--- src/rtl/pipelined_rca_pkg.sv ---
// Shared elaboration helpers for the pipelined ripple-carry adder.
package pipelined_rca_pkg;

    function automatic int calc_stages(input int width, input int stage_w);
        return (stage_w < 1) ? 1 : width / stage_w;
    endfunction

    function automatic bit cfg_ok(input int width, input int stage_w);
        return (stage_w >= 1) && (width >= stage_w) && (width % stage_w == 0);
    endfunction

endpackage

--- src/rtl/pipelined_rca_adder_rca_slice.sv ---
// Purely combinational W-bit ripple of full-adder cells; c_msb is the carry into the top bit.
module rca_slice #(
    parameter int W = 8
) (
    input  logic [W-1:0] a,
    input  logic [W-1:0] b,
    input  logic         ci,
    output logic [W-1:0] s,
    output logic         co,
    output logic         c_msb
);
    logic [W:0] c;

    assign c[0] = ci;

    for (genvar i = 0; i < W; i++) begin : g_fa
        assign s[i]   = a[i] ^ b[i] ^ c[i];
        assign c[i+1] = (a[i] & b[i]) | (c[i] & (a[i] ^ b[i]));
    end

    assign co    = c[W];
    assign c_msb = c[W-1];

endmodule

--- src/rtl/pipelined_rca_adder.sv ---
// Add/subtract with the carry chain cut into STAGE_W-bit slices, one register stage per slice,
// and a single global advance so the whole pipe stalls together under back-pressure.
module pipelined_rca_adder
    import pipelined_rca_pkg::*;
#(
    parameter int WIDTH   = 32,
    parameter int STAGE_W = 8
) (
    input  logic             clk,
    input  logic             rst,
    input  logic             in_valid,
    output logic             in_ready,
    input  logic [WIDTH-1:0] a,
    input  logic [WIDTH-1:0] b,
    input  logic             cin,
    input  logic             sub,
    output logic             out_valid,
    input  logic             out_ready,
    output logic [WIDTH-1:0] sum,
    output logic             cout,
    output logic             overflow
);
    localparam int STAGES = calc_stages(WIDTH, STAGE_W);
    localparam logic [WIDTH-1:0] SLICE_MASK = {WIDTH{1'b1}} >> (WIDTH - STAGE_W);

    if (!cfg_ok(WIDTH, STAGE_W)) begin : g_bad_cfg
        $error("pipelined_rca_adder: WIDTH must be a non-zero multiple of STAGE_W");
    end

    logic                          adv;
    logic [STAGES:1]               vld_q;
    logic [STAGES:0]               vld_pipe;
    logic [STAGES-1:0][WIDTH-1:0]  a_q, b_q, s_q;
    logic [STAGES-1:0][WIDTH-1:0]  a_src, b_src, s_src, s_d;
    logic [STAGES-1:0]             c_q, c_src, c_d, cmsb_w;
    logic                          cmsb_q;

    assign adv      = !vld_q[STAGES] || out_ready;
    assign in_ready = adv;
    assign vld_pipe = {vld_q, in_valid};

    for (genvar k = 0; k < STAGES; k++) begin : g_stage
        logic [STAGE_W-1:0] slice_s;

        // B is inverted on entry for subtract, so downstream stages never see the mode bit.
        if (k == 0) begin : g_head
            assign a_src[k] = a;
            assign b_src[k] = sub ? ~b : b;
            assign s_src[k] = '0;
            assign c_src[k] = sub | cin;
        end else begin : g_body
            assign a_src[k] = a_q[k-1];
            assign b_src[k] = b_q[k-1];
            assign s_src[k] = s_q[k-1];
            assign c_src[k] = c_q[k-1];
        end

        rca_slice #(.W(STAGE_W)) u_slice (
            .a     (a_src[k][k*STAGE_W +: STAGE_W]),
            .b     (b_src[k][k*STAGE_W +: STAGE_W]),
            .ci    (c_src[k]),
            .s     (slice_s),
            .co    (c_d[k]),
            .c_msb (cmsb_w[k])
        );

        assign s_d[k] = (s_src[k] & ~(SLICE_MASK << (k*STAGE_W)))
                      | (WIDTH'(slice_s) << (k*STAGE_W));
    end

    always_ff @(posedge clk) begin
        if (rst) begin
            vld_q  <= '0;
            a_q    <= '0;
            b_q    <= '0;
            s_q    <= '0;
            c_q    <= '0;
            cmsb_q <= 1'b0;
        end else if (adv) begin
            vld_q  <= vld_pipe[STAGES-1:0];
            a_q    <= a_src;
            b_q    <= b_src;
            s_q    <= s_d;
            c_q    <= c_d;
            cmsb_q <= cmsb_w[STAGES-1];
        end
    end

    assign out_valid = vld_q[STAGES];
    assign sum       = s_q[STAGES-1];
    assign cout      = c_q[STAGES-1];
    assign overflow  = c_q[STAGES-1] ^ cmsb_q;

    // Operands are fully consumed by the last stage; lower-slice c_msb taps are not needed.
    logic unused_ok;
    assign unused_ok = ^{a_q[STAGES-1], b_q[STAGES-1], cmsb_w};

endmodule

--- config.mk ---
export PLATFORM = sky130hd
export DESIGN_NAME = pipelined_rca_adder
export DESIGN_NICKNAME = d
export VERILOG_FILES = /design/src/rtl/pipelined_rca_pkg.sv /design/src/rtl/pipelined_rca_adder_rca_slice.sv /design/src/rtl/pipelined_rca_adder.sv
export SDC_FILE = /design/constraint.sdc
export NUM_CORES = 1
export LEC_CHECK = 0
export CORE_UTILIZATION = 55
export DETAILED_ROUTE_END_ITERATION = 8
export PLACE_DENSITY = 0.85
export SLEW_MARGIN = 40
export SYNTH_ARGS = -nofsm -noshare
export SYNTH_HDL_FRONTEND = slang
export SYNTH_SLANG_ARGS = --single-unit
export TNS_END_PERCENT = 10
--- constraint.sdc ---
create_clock -name clk -period 6.25 [get_ports clk]
set_input_delay 1.25 -clock clk [delete_from_list [all_inputs] [get_ports clk]]
set_output_delay 1.25 -clock clk [all_outputs]
set_load 0.02 [all_outputs]
==> results of run 1 <==
cell usage in the layout, fill, tap and decap left out:
cell type	instances
sky130_fd_sc_hd__or2_2	1
sky130_fd_sc_hd__buf_8	1
sky130_fd_sc_hd__nand2_1	292
sky130_fd_sc_hd__inv_1	29
sky130_fd_sc_hd__nor2b_4	1
sky130_fd_sc_hd__clkinv_4	1
sky130_fd_sc_hd__clkdlybuf4s50_1	103
sky130_fd_sc_hd__clkinv_2	2
sky130_fd_sc_hd__a211oi_2	36
sky130_fd_sc_hd__clkbuf_1	4
sky130_fd_sc_hd__nor2_1	40
sky130_fd_sc_hd__buf_6	1
sky130_fd_sc_hd__dfxtp_1	185
sky130_fd_sc_hd__xor2_1	6
sky130_fd_sc_hd__buf_2	1
sky130_fd_sc_hd__clkbuf_8	3
sky130_fd_sc_hd__inv_6	1
sky130_fd_sc_hd__bufinv_16	3
sky130_fd_sc_hd__xnor2_1	27
sky130_fd_sc_hd__clkbuf_16	17
sky130_fd_sc_hd__fa_1	32
sky130_fd_sc_hd__a211oi_1	2
sky130_fd_sc_hd__buf_4	5
sky130_fd_sc_hd__clkinvlp_4	1
sky130_fd_sc_hd__a21oi_1	146
logic make-up after synthesis:
| kind of cell | after synthesis | synth area share |
|---|---|---|
| simple gates | 334 | 0.166 |
| flops | 185 | 0.485 |
| compound gates | 184 | 0.157 |
| buf+inv | 96 | 0.0714 |
| xor+xnor | 33 | 0.0378 |
| fa+ha+maj | 32 | 0.0838 |
sequential cells by signal, summed over array words and instances (netlist names):
| name | cells |
|---|---|
| sum | 32 |
| b_q | 48 |
| cmsb_q | 1 |
| a_q | 48 |
| c_q | 4 |
| s_q | 48 |
| vld_q | 4 |
area by class of cell:
class                   instances  area (sq um)
clock inverters                 7           116
fillers                      1063          4270
clock buffers                  24           482
flip-flops and latches        185          3700
well taps                     176           220
inverters                      30           118
multi-input cells             583          3390
repair buffers                111          1100
power breakdown:
part,leakage (nW),switching (mW),total [mW],internal [mW]
Sequential,1.52,0.0438,1.30,1.26
Clock,0.290,0.427,1.09,0.659
Combinational,1.67,0.134,0.272,0.138
Total,3.48,0.605,2.66,2.06
worst max-delay path, cell delays in order:
cell and delay, ns:
sky130_fd_sc_hd__clkdlybuf4s50_1 0.47, sky130_fd_sc_hd__xor2_1 0.18, sky130_fd_sc_hd__fa_1 0.22, sky130_fd_sc_hd__fa_1 0.20
sky130_fd_sc_hd__inv_1 0.08, sky130_fd_sc_hd__fa_1 0.42, sky130_fd_sc_hd__fa_1 0.43, sky130_fd_sc_hd__fa_1 0.42
sky130_fd_sc_hd__fa_1 0.43, sky130_fd_sc_hd__fa_1 0.40, sky130_fd_sc_hd__inv_1 0.08, sky130_fd_sc_hd__fa_1 0.41
sky130_fd_sc_hd__nand2_1 0.07, sky130_fd_sc_hd__a21oi_1 0.07
worst paths after layout:
kind | depth (start not counted) | slack, ns | to
hold reg to reg | 2 | 0.45 | sum[8]
hold / removal | 2 | 0.45 | sum[8]
setup reg to reg | 12 | 2.47 | s_q[87]
setup / recovery | 14 | 1.39 | s_q[7]
metal layers:
layer | wire, microns | GRT usage | share of wire | vias up
li1 | - | - | - | 2882
met1 | 7220 | 0.301 | 0.49 | 2628
met2 | 6770 | 0.337 | 0.46 | 103
met3 | 437 | 0.0418 | 0.030 | 19
met4 | 265 | 0.0867 | 0.018 | 0
met5 | 0 | 0 | 0 | -
==> flow_summary.toml, run 1 <==
[hold_path]
worst_hold_path_type = "reg2reg"
timing.hold.worst.start = "sum[8]"

[clock_tree]
cts-buffers-inserted = 17
post_cts_resized = 0
cts.clk_slew.worst_paths_ns = 0.06
clk_path_buf_depth = 2
tritoncts_clock_tree = "done"
cts_hold_buf = 0
clk_latency_ns = 0.43
number_of_setup_buffers_added_after_cts = 0
cts-root-buf = "sky130_fd_sc_hd__clkbuf_16"
cts_sinks = 185
cts_max_level = 4

[yosys]
post-synth-top-area-cell = "sky130_fd_sc_hd__dfxtp_1"
synthesis.area_sq_um = 7640
ys_seq_area_frac = 0.485
post-synth-top-count-cell = "sky130_fd_sc_hd__nand2_1"
ys_async_sr_fraction = 0
number_of_distinct_library_cell_variants_in_the_gate_level_netlist_after_synthesis = 19
synth_fp_nets = 966
synth_edf_count = 0
dominantRegCellSynth = "sky130_fd_sc_hd__dfxtp_1"
synthDominantCellAreaShare = 0.485
synth_common_cells = "sky130_fd_sc_hd__nand2_1, sky130_fd_sc_hd__dfxtp_1, sky130_fd_sc_hd__a21oi_1, sky130_fd_sc_hd__nor2_1, sky130_fd_sc_hd__a211oi_2"
synth_cells = 864
synthesis.yosys.warnings = 0
synth.ff_latch_count = 185
mean_instance_size_in_the_synthesized_netlist_sq_um = 8.84
synth_top_cells_by_area = "sky130_fd_sc_hd__dfxtp_1, sky130_fd_sc_hd__nand2_1, sky130_fd_sc_hd__a21oi_1"

[placement]
hpwlAfterDp_microns = 9180
placement.io_buffers = 105
place_inst = 1085
preCtsSetupSlack_ns = 0.918
globalplace.congestion = 0.778
place_area_sq_um = 8530

[critical_path]
cp-start-kind = "input port"
crit-reg2reg-launch = "a_q[48]"
worst_ep_required_time_ns = 6.53
crit_path_max_fanout = 1
data_arrival_time_at_the_worst_slack_endpoint_ns = 5.14
startpoint = "b[0]"
timing_worst_setup_path_type = "in2reg"
timing.critical_path.to_type = "flop"

[sta]
timing.final.hold_violations = 0
skew_ns = 0.00855
rsz0062_at_grt = "false"
setup_violations = 0
maxClockFrequency_mhz = 206
number_of_max_slew_violations_in_the_final_report = 0
min_period_ns = 4.86
finalWorstSetupSlack_ns = 1.39
period_share = 0.777
hold-worst-slack_ns = 0.448
fin_setup_tns_ns = 0
maxSlewHeadroom = 0.448
worst_pin_slew_ns = 0.829

[detailed_routing]
route.final.wire_length_microns = 14700
detailedRoute.firstPassIterationCount = 6
drc = 0
wire_per_inst_microns = 13.2
drtAntennaViolNets = 0
initialDrtViolationCount = 477
vias_per_cell = 5.05
via_count = 5632

[run]
max_cap_violations = 0

[cells_and_area]
layoutNonFillerInstCount = 1116
final_cell_area_sq_um = 9130
post-route-util = 0.681
synthToLayoutAreaGrowth_pct = 19.5
finish.net_count = 1030
antenna_fix_cells = 0
layout-drive-gt1-share = 0.0787

[pwr]
vdd_drop_max_uv = 192
post_layout_power_mw = 2.66
leakage_nw = 3.48
p_per_area_nw_per_um2 = 291

[global_routing]
antenna_found_initial = 0
pin_count_of_the_biggest_net_entering_global_routing = 122
grt_pass1_wl_microns = 24700
grt.overflow.total = 0
grt_usage = 0.218
vias_in_the_first_global_route = 5281

[floorplan]
ios = 106
rows = 42
core_area_sq_um = 13400
floorplan.die_area_sq_um = 14400
start_util = 0.570
chipWidth_microns = 120
die-height_microns = 120

[outcome]
status = "finished clean"
(Power assumes the default switching activity.)
==> run 2: changes to the inputs <==
Clock period 6.25 ns to 4.67 ns, I/O delays scaled along.
==> run 2 against run 1 <==
First-iteration DRC count increased by 5.5%. Cell count increased by 0.27%. Non-clock buffer count increased by 2. Hold slack improved by 0.00076 ns. Critical path type unchanged. Critical endpoint unchanged. Largest cell class unchanged.
==> flow_summary.toml, run 2 (same netlist as run 1, synthesis figures left out) <==
[outcome]
status = "finished clean"

[critical_path]
critical_path_buf_inv_count = 3
cp_cell_sequence = "clkdlybuf4s50_1, xor2_1, fa_2, fa_1, inv_1, fa_1, fa_2, fa_1, fa_1, fa_1, inv_1, fa_1, nand2_1, a21oi_1"
timing.reg2reg.worst_path_depth = 12
crit_path_frequent_cell = "sky130_fd_sc_hd__fa_1"
crit_path_max_fanout = 1
timing_worst_setup_path_type = "in2reg"
cp-start-kind = "input port"
timing.critical_path.to_type = "flop"
data_arrival_time_at_the_worst_slack_endpoint_ns = 4.78
slowest_delay_ns = 0.47
worst-path-stages = 14
timing.critical_path.slowest_stage_cell = "sky130_fd_sc_hd__clkdlybuf4s50_1"
worst_ep_required_time_ns = 4.97
path_delay_family = "adder cells"

[floorplan]
core_area_sq_um = 13400
start_util = 0.570
die-height_microns = 120
rows = 42
ios = 106
chipWidth_microns = 120
floorplan.die_area_sq_um = 14400

[hold_path]
holdPathStages = 2
worst_hold_path_type = "reg2reg"

[cells_and_area]
final_cell_mix = "sky130_fd_sc_hd__nand2_1, sky130_fd_sc_hd__dfxtp_1, sky130_fd_sc_hd__a21oi_1"
antenna_fix_cells = 0
post-route-util = 0.681
fillCellCount = 1103
synthToLayoutAreaGrowth_pct = 19.5
top_regs = "a_q: 48 flops, b_q: 48 flops, s_q: 48 flops"
finish.net_count = 1032
layout-drive-gt1-share = 0.0827
leading_cell_type_in_the_layout_fill_and_taps_excluded = "sky130_fd_sc_hd__nand2_1"

[detailed_routing]
drtAntennaViolNets = 0
detailedRoute.firstPassIterationCount = 5
vias_per_cell = 5.08
initialDrtViolationCount = 503
drc = 0
route.final.wire_length_microns = 14800
via_count = 5690
wire_per_inst_microns = 13.3

[sta]
maxClockFrequency_mhz = 223
timing.final.hold_violations = 0
setup_violations = 0
min_period_ns = 4.48
number_of_max_slew_violations_in_the_final_report = 0
period_share = 0.960
rsz0062_at_grt = "false"
finalWorstSetupSlack_ns = 0.186
skew_ns = 0.00818
worst_pin_slew_ns = 0.654
maxSlewHeadroom = 0.564
hold-worst-slack_ns = 0.449

[pwr]
vdd_drop_max_uv = 261
p_sw_uw = 815
switching_fraction = 0.235
comb_power_share = 0.107
seq_power_share = 0.504
p_int_mw = 2.65
leakage_nw = 3.48
share_clk_of_total_power = 0.390
p_per_area_nw_per_um2 = 379

[global_routing]
pin_count_of_the_biggest_net_entering_global_routing = 132
grt_usage = 0.218
globalRouteMet2Util = 0.328
grt_pass1_wl_microns = 24600
grt_most_used_layer = "met2"
globalRouteMet3Util = 0.0471
grt.overflow.total = 0
antenna_found_initial = 0
gr-usage-met1 = 0.308
vias_in_the_first_global_route = 5112

[clock_tree]
cts_sinks = 185
cts.clk_slew.worst_paths_ns = 0.06
tritoncts_clock_tree = "done"
cts_hold_buf = 0
cts-root-buf = "sky130_fd_sc_hd__clkbuf_16"
number_of_setup_buffers_added_after_cts = 0
clk_path_buf_depth = 2
cts_max_level = 4
cts-buffers-inserted = 17
post_cts_resized = 0
clk_latency_ns = 0.42

[run]
max_cap_violations = 0

[placement]
globalplace.congestion = 0.787
preCtsSetupSlack_ns = -0.364
hpwlAfterDp_microns = 9300
placement.io_buffers = 105
[run 2: worst min-delay path, delay by kind of cell (launching register included)]
kind | cells | cell delay, ns
AOI/OAI and AO/OA | 1 | 0.05
and+or+nand+nor | 1 | 0.05
DFF | 1 | 0.31
[run 2: layout make-up]
class,count,area [sq um],area share
clock buffers,25,485,0.0532
clock inverters,7,66.3,0.00726
inverters,30,118,0.0129
multi-input cells,583,3400,0.372
flip-flops and latches,185,3700,0.406
well taps,176,220,0.0241
repair buffers,113,1140,0.125
[run 2: final timing paths]
path / startpoint / to / slack, ns
setup / recovery: b[0] / s_q[7] / 0.19
hold / removal: sum[6] / sum[6] / 0.45
setup reg to reg: a_q[48] / s_q[87] / 0.94
hold reg to reg: sum[6] / sum[6] / 0.45
[run 2: per-stage QoR]
stage	area, sq um	cells	power (mW)	setup TNS, ns
after global placement	8530	1086	2.13	-0.309
final	9130	1119	3.46	0
after CTS	9090	1118	3.48	0
after detailed placement	8540	1086	2.14	-0.458
after global routing	9130	1119	3.61	0
after floorplan	7640	864	2.01	0
[run 2: layer usage]
| layer | vias up | share of wire | wire (microns) |
|---|---|---|---|
| li1 | 2881 | - | - |
| met1 | 2675 | 0.48 | 7080 |
| met2 | 117 | 0.47 | 6990 |
| met3 | 17 | 0.038 | 563 |
| met4 | 0 | 0.014 | 209 |
| met5 | - | 0 | 0 |
[run 2: power by group through the flow]
stage / Combinational [mW] / Sequential [mW] / Clock (mW)
2_1_floorplan: 0.227 / 1.78 / 0
3_3_place_gp: 0.357 / 1.77 / 0
3_5_place_dp: 0.365 / 1.78 / 0
4_1_cts: 0.369 / 1.74 / 1.37
5_1_grt: 0.413 / 1.76 / 1.44
6_report: 0.370 / 1.74 / 1.35
